===== config.mk =====
export PLATFORM = sky130hd
export DESIGN_NAME = rv32i_mem_ctrl
export DESIGN_NICKNAME = d
export VERILOG_FILES = /design/src/rtl/rv32i_mem_ctrl.sv
export SDC_FILE = /design/constraint.sdc
export NUM_CORES = 1
export LEC_CHECK = 0
export ABC_AREA = 0
export CAP_MARGIN = 0
export CORE_ASPECT_RATIO = 1.1
export CORE_MARGIN = 5
export CORE_UTILIZATION = 44
export DETAILED_ROUTE_END_ITERATION = 10
export PLACE_DENSITY = 0.81
export SLEW_MARGIN = 20
export SYNTH_ARGS = -nofsm -noshare
export SYNTH_HDL_FRONTEND = slang
export SYNTH_SLANG_ARGS = --single-unit

===== constraint.sdc =====
create_clock -name i_clk -period 2.1 [get_ports i_clk]
set_input_delay 0.21 -clock i_clk [delete_from_list [all_inputs] [get_ports i_clk]]
set_output_delay 0.21 -clock i_clk [all_outputs]
set_load 0.01 [all_outputs]

===== src/rtl/rv32i_mem_ctrl.sv =====
// RV32I memory-stage load/store controller: lane steering, load extension, ack timeout.
// Optional macro MEM_MISALIGN_TRAP_EN: misaligned requests trap in IDLE instead of accessing memory.
module rv32i_mem_ctrl #(
  parameter int unsigned TIMEOUT_CYCLES = 16
) (
  input  logic        i_clk,
  input  logic        i_reset,
  input  logic        i_req_valid,
  input  logic        i_req_we,
  input  logic [1:0]  i_req_size,
  input  logic        i_req_unsigned,
  input  logic [31:0] i_req_addr,
  input  logic [31:0] i_req_wdata,
  output logic        o_stall,
  output logic        o_rsp_valid,
  output logic [31:0] o_rsp_rdata,
  output logic        o_err,
  output logic        o_dmem_req,
  output logic        o_dmem_we,
  output logic [31:0] o_dmem_addr,
  output logic [3:0]  o_dmem_be,
  output logic [31:0] o_dmem_wdata,
  input  logic        i_dmem_ack,
  input  logic [31:0] i_dmem_rdata
);
  localparam int unsigned CW = $clog2(TIMEOUT_CYCLES + 1);

  typedef enum logic [1:0] {IDLE, ACCESS, DONE} state_t;

  state_t        r_state;
  logic [CW-1:0] r_cnt;
  logic          r_we, r_unsigned, r_err;
  logic [1:0]    r_size;
  logic [31:0]   r_addr, r_wdata, r_rdata;

  logic          w_access;
  logic [CW-1:0] w_cnt_nxt;
  logic          w_timeout;

  function automatic logic [3:0] f_be(input logic [1:0] sz, input logic [1:0] a);
    case (sz)
      2'b00:   f_be = 4'b0001 << a;
      2'b01:   f_be = a[1] ? 4'b1100 : 4'b0011;
      default: f_be = 4'b1111;
    endcase
  endfunction

  function automatic logic [31:0] f_wdata(input logic [1:0] sz, input logic [31:0] d);
    case (sz)
      2'b00:   f_wdata = {4{d[7:0]}};
      2'b01:   f_wdata = {2{d[15:0]}};
      default: f_wdata = d;
    endcase
  endfunction

  function automatic logic [31:0] f_load(input logic [1:0] sz, input logic [1:0] a,
                                         input logic uns, input logic [31:0] rd);
    logic [7:0]  b;
    logic [15:0] h;
    case (a)
      2'b00:   b = rd[7:0];
      2'b01:   b = rd[15:8];
      2'b10:   b = rd[23:16];
      default: b = rd[31:24];
    endcase
    h = a[1] ? rd[31:16] : rd[15:0];
    case (sz)
      2'b00:   f_load = uns ? {24'b0, b} : {{24{b[7]}}, b};
      2'b01:   f_load = uns ? {16'b0, h} : {{16{h[15]}}, h};
      default: f_load = rd;
    endcase
  endfunction

`ifdef MEM_MISALIGN_TRAP_EN
  logic w_misalign;
  assign w_misalign = (i_req_size == 2'b01) ? i_req_addr[0]
                    : (i_req_size[1] && (i_req_addr[1:0] != 2'b00));
`endif

  assign w_access  = (r_state == ACCESS);
  assign w_cnt_nxt = r_cnt + CW'(1);
  assign w_timeout = (w_cnt_nxt == CW'(TIMEOUT_CYCLES));

  // IDLE stall term is gated by reset so every output reads 0 while held in reset.
  assign o_stall      = w_access | ((r_state == IDLE) & i_req_valid & i_reset);
  assign o_rsp_valid  = (r_state == DONE);
  assign o_rsp_rdata  = r_rdata;
  assign o_err        = r_err;
  assign o_dmem_req   = w_access;
  assign o_dmem_we    = w_access & r_we;
  assign o_dmem_addr  = w_access ? {r_addr[31:2], 2'b00} : 32'h0;
  assign o_dmem_be    = w_access ? f_be(r_size, r_addr[1:0]) : 4'h0;
  assign o_dmem_wdata = w_access ? f_wdata(r_size, r_wdata) : 32'h0;

  always_ff @(posedge i_clk or negedge i_reset) begin
    if (!i_reset) begin
      r_state    <= IDLE;
      r_cnt      <= '0;
      r_we       <= 1'b0;
      r_unsigned <= 1'b0;
      r_size     <= 2'b00;
      r_addr     <= 32'h0;
      r_wdata    <= 32'h0;
      r_rdata    <= 32'h0;
      r_err      <= 1'b0;
    end else begin
      case (r_state)
        IDLE: if (i_req_valid) begin
          r_we       <= i_req_we;
          r_size     <= i_req_size;
          r_unsigned <= i_req_unsigned;
          r_addr     <= i_req_addr;
          r_wdata    <= i_req_wdata;
          r_cnt      <= '0;
`ifdef MEM_MISALIGN_TRAP_EN
          if (w_misalign) begin
            r_state <= DONE;
            r_err   <= 1'b1;
            r_rdata <= 32'h0;
          end else begin
            r_state <= ACCESS;
          end
`else
          r_state <= ACCESS;
`endif
        end
        ACCESS: begin
          // Ack takes priority over a timeout expiring in the same cycle.
          if (i_dmem_ack) begin
            r_state <= DONE;
            r_err   <= 1'b0;
            r_rdata <= r_we ? 32'h0 : f_load(r_size, r_addr[1:0], r_unsigned, i_dmem_rdata);
          end else if (w_timeout) begin
            r_state <= DONE;
            r_err   <= 1'b1;
            r_rdata <= 32'h0;
          end else begin
            r_cnt <= w_cnt_nxt;
          end
        end
        DONE: begin
          r_state <= IDLE;
          r_err   <= 1'b0;
          r_rdata <= 32'h0;
        end
        default: r_state <= IDLE;
      endcase
    end
  end
endmodule


; Word level (Yosys, flattened, before mapping)
; Cells that the tools add are included.
[word_totals]
input_bits = 104
reg_bits = 108
[op_classes]
bitwise = 4
add_sub_neg = 1
n_mux = 26
n_eq_ne = 10
shift = 1
n_reduce_logical = 9
[ops]
columns = operator, n
row1 = 32-bit 2-to-1 mux, 7
row2 = 32-bit one-hot mux with 2 select lines, 3
row3 = 8-bit one-hot mux with 3 select lines, 1
row4 = 16-bit 2-to-1 mux, 1
row5 = 5-bit 2-to-1 mux, 3
row6 = 5-bit one-hot mux with 2 select lines, 1
row7 = 4-bit 2-to-1 mux, 2
row8 = 4-bit one-hot mux with 2 select lines, 1
row9 = "2-bit by 1-bit == test with 1-bit output, second input constant", 3
row10 = 2-bit logical NOT, 3
row11 = 2-bit 2-to-1 mux, 3
row12 = "2-bit inequality test, second input constant", 3
row13 = 2-bit AND reduction, 3
row14 = "5-bit by 1-bit adder with 5-bit output, second input constant", 1
row15 = "5-bit == test, second input constant", 1
row16 = "2-bit == test, second input constant", 2
row17 = 2-bit one-hot mux with 2 select lines, 1
row18 = 4-bit AND reduction, 1
row19 = 2-bit nonzero test, 2
row20 = "1-bit by 2-bit left shift with 4-bit output, first input constant", 1
row21 = 1-bit AND, 3
row22 = "3-bit by 2-bit inequality test with 1-bit output, second input constant", 1
row23 = 1-bit 2-to-1 mux, 2
row24 = 1-bit one-hot mux with 2 select lines, 1
row25 = 1-bit bitwise OR, 1

; Longest topological paths before layout
; Gate-level depths: netlist (run 1).
[logic_depth]
depth_word = 7
depth_mapped = 8

; Worst setup path before layout (run 1)
; Ideal clock, no wire load.
[synth_timing]
path_kind = flip-flop to flip-flop
startpoint = register r_state[0]
endpoint = register r_rdata[21], in the netlist o_rsp_rdata[21]
slack_ns = 0.132
path_buffers = 2
required_time_ns = 1.973
setup_time_ns = 0.127
path_stages_with_launch = 8
arrival_time_ns = 1.842
cell_sequence = dfrtp_1 -> inv_1 -> ha_1 -> nand4bb_1 -> clkbuf_1 -> nor2_1 -> clkbuf_1 -> a221o_2
[synth_via]
elab_chain_cells = 3
word_cells_on_any_way = 6
classes_between = 3 x eq/ne / 1 x mux / 2 x reduce/logical
[synth_lines]
columns = item, line_no
row1 = "start, declared", 30  ; state_t r_state;
row2 = "start signal, assigned", 97  ; r_state <= IDLE;
row3 = "start signal, assigned", 124  ; r_state <= ACCESS;
row4 = "start signal, assigned", 130  ; r_state <= DONE;
row5 = 2-bit == test *, -
row6 = net o_rsp_valid, 15  ; output logic o_rsp_valid,
row7 = 2-bit nonzero test (no source line), -
row8 = 2-bit AND reduction (no source line), -
row9 = "end signal, assigned", 132  ; r_rdata <= r_we ? 32'h0 : f_load(r_size, r_addr[1:0], r_unsigned, i_dmem_rdata);
row10 = "end, declared", 34  ; logic [31:0] r_addr, r_wdata, r_rdata;
; The timed path passes the listed nets; every way through them passes the cells marked *.
; A chain may end at the register's enable or synchronous reset.

; Worst setup path in the final report (run 1)
[layout_timing]
startpoint = register r_size[0]
endpoint = output port o_dmem_wdata[26]
[layout_via]
elab_chain_cells = 3
word_cells_on_any_way = 4
classes_between = 1 x eq/ne / 2 x mux / 1 x reduce/logical
[layout_lines]
columns = item, line_no
row1 = "start, declared", 33  ; logic [1:0] r_size;
row2 = "start signal, assigned", 110  ; r_size <= i_req_size;
row3 = 2-bit by 1-bit == test with 1-bit output / 2-bit logical NOT (equally long branches), 49  ; case (sz)
row4 = 32-bit one-hot mux with 2 select lines *, 49
row5 = 32-bit 2-to-1 mux *, 93  ; assign o_dmem_wdata = w_access ? f_wdata(r_size, r_wdata) : 32'h0;
row6 = "end, declared", 22  ; output logic [31:0] o_dmem_wdata,
; Mark *: on every way between the ends. The rest lies on a longest branch, timed or not.

==> results.sh, run 1 <==
export IMPL_start_util=0.448
export IMPL_routedWlPerCell_um=19.0
export IMPL_syn_to_final_growth_pct=50.1
export IMPL_core_area_sq_um=12000
export IMPL_fin_nets=800
export IMPL_cp_arrival_ns=1.82
export IMPL_outcome="complete, no violations"
export IMPL_syn_area_sq_um=5360
export IMPL_ir_drop_mv=0.619
export IMPL_netlist_area_leader_share=0.504
export IMPL_yosysMostFrequentCell="dfrtp_1"
export IMPL_ios=209
export IMPL_gp_congestion=0.888
export IMPL_worst_path_buf_inv=2
export IMPL_power_density_nw_per_um2=1460
export IMPL_r2r_start="r_state[0]"
export IMPL_vias=4702
export IMPL_dp_slack_ns=-0.163
export IMPL_clk_path_buf_depth=2
export IMPL_finalHoldViolations=0
export IMPL_min_from="i_req_wdata[21]"
export IMPL_max_slew_margin=0.569
export IMPL_path_class="register to primary output"
export IMPL_yosysWarningCount=0
export IMPL_die_width_um=115
export IMPL_path_delay_family="buffers and inverters"
export IMPL_avgSynthCellArea_sq_um=11.2
export IMPL_htreeDepth=3
export IMPL_ant_nets=0
export IMPL_grt_overflow=0
export IMPL_hpwlAfterDp_um=12100
export IMPL_p_leak_nw=3.68
export IMPL_fin_ws_ns=0.0734
export IMPL_cts_root_buffer="clkbuf_16"
export IMPL_startpoint="r_size[0]"
export IMPL_viasPerCell=5.53
export IMPL_dieArea_sq_um=14500
export IMPL_r2r_setup_slack_ns=0.14
export IMPL_hold_class="input pin to register"
export IMPL_required_ns=1.89
export IMPL_grt_pass1_wl_um=25400
export IMPL_synth_cell_types=47
export IMPL_cts_tree="built"
export IMPL_grt_pass1_vias=4966
export IMPL_cp_slowest_stage_delay_ns=0.42
export IMPL_drive_above_1_share=0.211
export IMPL_rows=42
export IMPL_fmaxAchievable_ghz=0.493
export IMPL_setup_viol=0
export IMPL_path_cells="buf_4, mux2i_1, nor2_1, a21oi_1, nor2_1, dlygate4sd2_1"
export IMPL_ys_ff_latch=108
export IMPL_fin_crit_ns=2.03
export IMPL_cts_buffers=9
export IMPL_slew_viol_final=0
export IMPL_drt_first_pass_iters=5
export IMPL_max_cap_viol_count=0
export IMPL_tightestPinTransition_ns=0.645
export IMPL_synth_seq_area_share=0.504
export IMPL_port_buffers=206
export IMPL_drcViolationCount=0
export IMPL_final_period_utilization=0.965
export IMPL_cp_slowest_cell="dfrtp_1"
export IMPL_syn_inst=480
export IMPL_drt_iter0_drc=401
export IMPL_routed_wl_um=16200
export IMPL_n_antenna_cell=0
export IMPL_grtUsageTotal=0.220
export IMPL_postSynth_asyncResetShare=1.00
export IMPL_crit_path_frequent_cell="nor2_1"
export IMPL_synth_edf_count=0
export IMPL_final_setup_tns_ns=0
export IMPL_clock_latency_ns=0.35
export IMPL_clock_skew_ns=0.00571
export IMPL_critPathLaunchType="register"
export IMPL_die_h_um=126
export IMPL_ys_top_cells_by_area="dfrtp_1, mux2_2, and2_1"
export IMPL_synth_top_area_cell="dfrtp_1"
export IMPL_cp_max_fo=10
export IMPL_clk_pin_slew_worst_paths_ns=0.07
export IMPL_ys_top_cells_by_count="dfrtp_1, mux2_2, and2_1"
export IMPL_grt_start_max_net_pins=109
export IMPL_synth_flop_cell="dfrtp_1"
export IMPL_clock_sinks=108
export IMPL_end_kind="primary output"
export IMPL_antenna_found_initial=0
==> where the power goes <==
part	total [mW]	internal, mW	switching, mW	leakage (nW)
registers	3.73	3.04	0.682	1.34
logic	6.31	3.32	2.99	2.20
clock network	1.69	0.957	0.734	0.147
total	11.7	7.32	4.40	3.68
==> area by class of cell <==
type	instances	area, sq um
clock buffer	12	246
clock inverter	4	48.8
fill	966	3930
inverter	4	15.0
multi-input combinational	335	2540
sequential	108	2700
tap	154	193
timing repair buffer	234	2310
==> through the flow <==
step / hold slack (ns) / utilization / cell area, sq um / power (mW) / instances
2_1_floorplan: -0.0856 / - / 5370 / 7.12 / 481
3_3_place_gp: 0.354 / 0.643 / 7710 / 10.0 / 831
3_5_place_dp: 0.361 / 0.643 / 7710 / 10.3 / 831
4_1_cts: 0.468 / 0.671 / 8040 / 11.8 / 851
5_1_grt: 0.476 / 0.672 / 8050 / 12.5 / 851
6_report: 0.470 / 0.672 / 8050 / 11.7 / 851
==> cells in the final DEF, fill, tap and decap left out, types with 5 or more instances in the layout <==
cell type        synthesis  routed
a222oi_1                 7       7
o21ai_0                 30      30
nand2_1                 40      39
buf_4                    2      20
a221o_2                 10      10
a221o_1                  7       7
dfrtp_1                108     107
mux2i_1                 16      16
and2_1                  42      42
nand3_1                  5       5
clkbuf_16                0       9
buf_12                   0       7
a21boi_0                 7       7
a21oi_1                 25      23
clkdlybuf4s50_1          0     136
dlygate4sd2_1            0      67
nor2_1                  31      30
mux2_2                  76      76
==> worst paths after layout <==
| kind | end | cells past startpoint |
|---|---|---|
| hold / removal | r_wdata[21] | 2 |
| min in group asynchronous | r_wdata[25] | 3 |
| setup / recovery | o_dmem_wdata[26] | 6 |
| max in group asynchronous | r_addr[7] | 3 |
| hold reg to reg | o_err | 2 |
| setup reg to reg | o_rsp_rdata[31] | 7 |
==> sequential cells by signal (all words and copies together), names as in the netlist <==
signal / flops
o_rsp_rdata: 32
r_addr: 32
r_wdata: 32
r_cnt: 5
r_size: 2
r_state: 2
o_err: 1
r_unsigned: 1
r_we: 1
==> worst register-to-register path, stage by stage, from the launching register on <==
cell       delay (ns)
dfrtp_1          0.39
inv_1            0.09
ha_2             0.35
nand4bb_1        0.22
buf_4            0.22
a2111oi_4        0.32
buf_12           0.19
a221o_1          0.12
==> logic make-up after synthesis <==
| group | share of synthesized area |
|---|---|
| mux | 0.194 |
| compound gates | 0.138 |
| other cells | 0.000699 |
| flops | 0.504 |
| buf+inv | 0.0313 |
| fa+ha+maj | 0.00933 |
| simple gates | 0.123 |
==> per-layer routing <==
metal | vias to the layer above | routed length, um | track usage
met1 | 2307 | 6540 | 0.278
met4 | 0 | 484 | 0.0905
met3 | 28 | 1230 | 0.0518
met2 | 228 | 7920 | 0.363
li1 | 2139 | - | -
met5 | - | 0 | 0
==> timing repair <==
| action | CTS | global route |
|---|---|---|
| gates resized for setup | 77 | 5 |
| setup buffers | 2 | 0 |
| pin swaps | 1 | 0 |
| cloned | 1 | 0 |
| hold buffers | 1 | 0 |
| setup endpoints to repair | 79 | 4 |
| hold endpoints to repair | 52 | 0 |
Power figures use the tool's default switching activity.
==> run 2, diff against run 1 <==
ABC_CLOCK_PERIOD_IN_PS = 2100   (was unset)
==> results of run 2 <==
Final layout, timing and power as in run 1 (identical DEF).
==> run 3, diff against run 2 <==
GPL_ROUTABILITY_DRIVEN = 0   (was unset)
PLACE_DENSITY = 0.8   (was 0.81)
==> results.sh, run 3 (synthesis gave the netlist of run 1 again) <==
export IMPL_final_period_utilization=0.957
export IMPL_fmaxAchievable_ghz=0.497
export IMPL_tightestPinTransition_ns=0.608
export IMPL_die_width_um=115
export IMPL_dp_cells=832
export IMPL_cp_max_fo=21
export IMPL_max_cap_viol_count=0
export IMPL_fin_crit_ns=2.01
export IMPL_drive_above_1_share=0.236
export IMPL_fin_nets=806
export IMPL_dp_slack_ns=-0.136
export IMPL_cp_arrival_ns=1.80
export IMPL_grt_pass1_vias=5012
export IMPL_cts_tree="built"
export IMPL_end_kind="primary output"
export IMPL_cts_root_buffer="clkbuf_16"
export IMPL_drcViolationCount=0
export IMPL_drt_first_pass_iters=5
export IMPL_rows=42
export IMPL_ir_drop_mv=0.714
export IMPL_hold_class="input pin to asynchronous set/reset pin"
export IMPL_grt_start_max_net_pins=48
export IMPL_critPathLaunchType="register"
export IMPL_required_ns=1.89
export IMPL_clock_sinks=108
export IMPL_fin_area_sq_um=8020
export IMPL_port_buffers=206
export IMPL_setup_viol=0
export IMPL_cts_buffers=9
export IMPL_dieArea_sq_um=14500
export IMPL_slew_viol_final=0
export IMPL_routed_wl_um=16500
export IMPL_final_common_cell="clkdlybuf4s50_1"
export IMPL_grtUsageTotal=0.226
export IMPL_drt_iter0_drc=326
export IMPL_fillers=969
export IMPL_ios=209
export IMPL_multi_input_area_sq_um=2540
export IMPL_placed_area_sq_um=7700
export IMPL_ant_nets=0
export IMPL_htreeDepth=3
export IMPL_antenna_found_initial=0
export IMPL_clk_path_buf_depth=2
export IMPL_grt_pass1_wl_um=26100
export IMPL_hpwlAfterDp_um=12100
export IMPL_finalHoldViolations=0
export IMPL_whs_ns=0.299
export IMPL_path_class="register to primary output"
export IMPL_stdcell_count=857
export IMPL_power_density_nw_per_um2=1460
export IMPL_die_h_um=126
export IMPL_clk_pin_slew_worst_paths_ns=0.07
export IMPL_grt_overflow=0
export IMPL_routedWlPerCell_um=19.3
export IMPL_most_common_layout_cells="clkdlybuf4s50_1, dfrtp_1, mux2_2"
export IMPL_clock_latency_ns=0.34
export IMPL_start_util=0.448
export IMPL_n_antenna_cell=0
export IMPL_clock_skew_ns=0.00712
export IMPL_viasPerCell=5.53
export IMPL_vias=4737
export IMPL_p_leak_nw=3.71
export IMPL_core_area_sq_um=12000
export IMPL_outcome="complete, no violations"
export IMPL_syn_to_final_growth_pct=49.6
export IMPL_fin_ws_ns=0.0894
export IMPL_final_setup_tns_ns=0
export IMPL_max_slew_margin=0.594
export IMPL_ff_latch_area_sq_um=2700
-- run 3: worst max-delay path, stage by stage (launching register included) --
cell and delay (ns):
dfrtp_2 0.47, buf_6 0.24, buf_4 0.19, mux2i_1 0.21, nor2_1 0.06, dlygate4sd2_1 0.29
-- run 3: metrics by stage --
step,utilization,total power [mW]
2_1_floorplan,-,7.12
3_3_place_gp,0.643,10.0
3_5_place_dp,0.643,10.2
4_1_cts,0.670,11.7
5_1_grt,0.669,12.4
6_report,0.669,11.7
-- run 3: cell type report --
| type | count | share of cell area |
|---|---|---|
| clock buffers | 12 | 0.0295 |
| clock inverters | 4 | 0.00328 |
| inverters | 4 | 0.00234 |
| multi-input cells | 335 | 0.317 |
| flip-flops and latches | 108 | 0.337 |
| well taps | 154 | 0.0240 |
| repair buffers | 240 | 0.287 |
-- run 3: path summary, 6_finish.rpt --
check / start / end / slack [ns] / depth (start not counted)
worst min register to register: o_err / o_err / 0.49 / 2
max in group asynchronous: i_reset / r_addr[12] / 0.91 / 3
min in group i_clk: i_req_wdata[29] / r_wdata[29] / 0.48 / 2
worst max register to register: r_state[0] / o_rsp_rdata[27] / 0.16 / 8
worst min-delay path: i_reset / o_rsp_rdata[10] / 0.30 / 2
worst max-delay path: r_size[1] / o_dmem_wdata[18] / 0.09 / 5
-- run 3: layer usage --
layer	track usage	part of all wire
met2	0.369	0.48
met1	0.281	0.39
met5	0	0
met4	0.0932	0.032
met3	0.0643	0.097
-- run 3: where the power goes --
part           internal [mW]  switching (mW)  total (mW)
clock                  0.805           0.740        1.55
combinational           3.36            3.04        6.39
sequential              3.04           0.697        3.74
total                   7.21            4.47        11.7
-- run 3: repair_timing --
action	in CTS	in global routing
endpoints found under the hold margin	20	0
buffers inserted	5	1
setup endpoints to repair	84	38
pin swaps	1	0
hold buffers	1	0
cloned	2	0
gates resized for setup	66	43
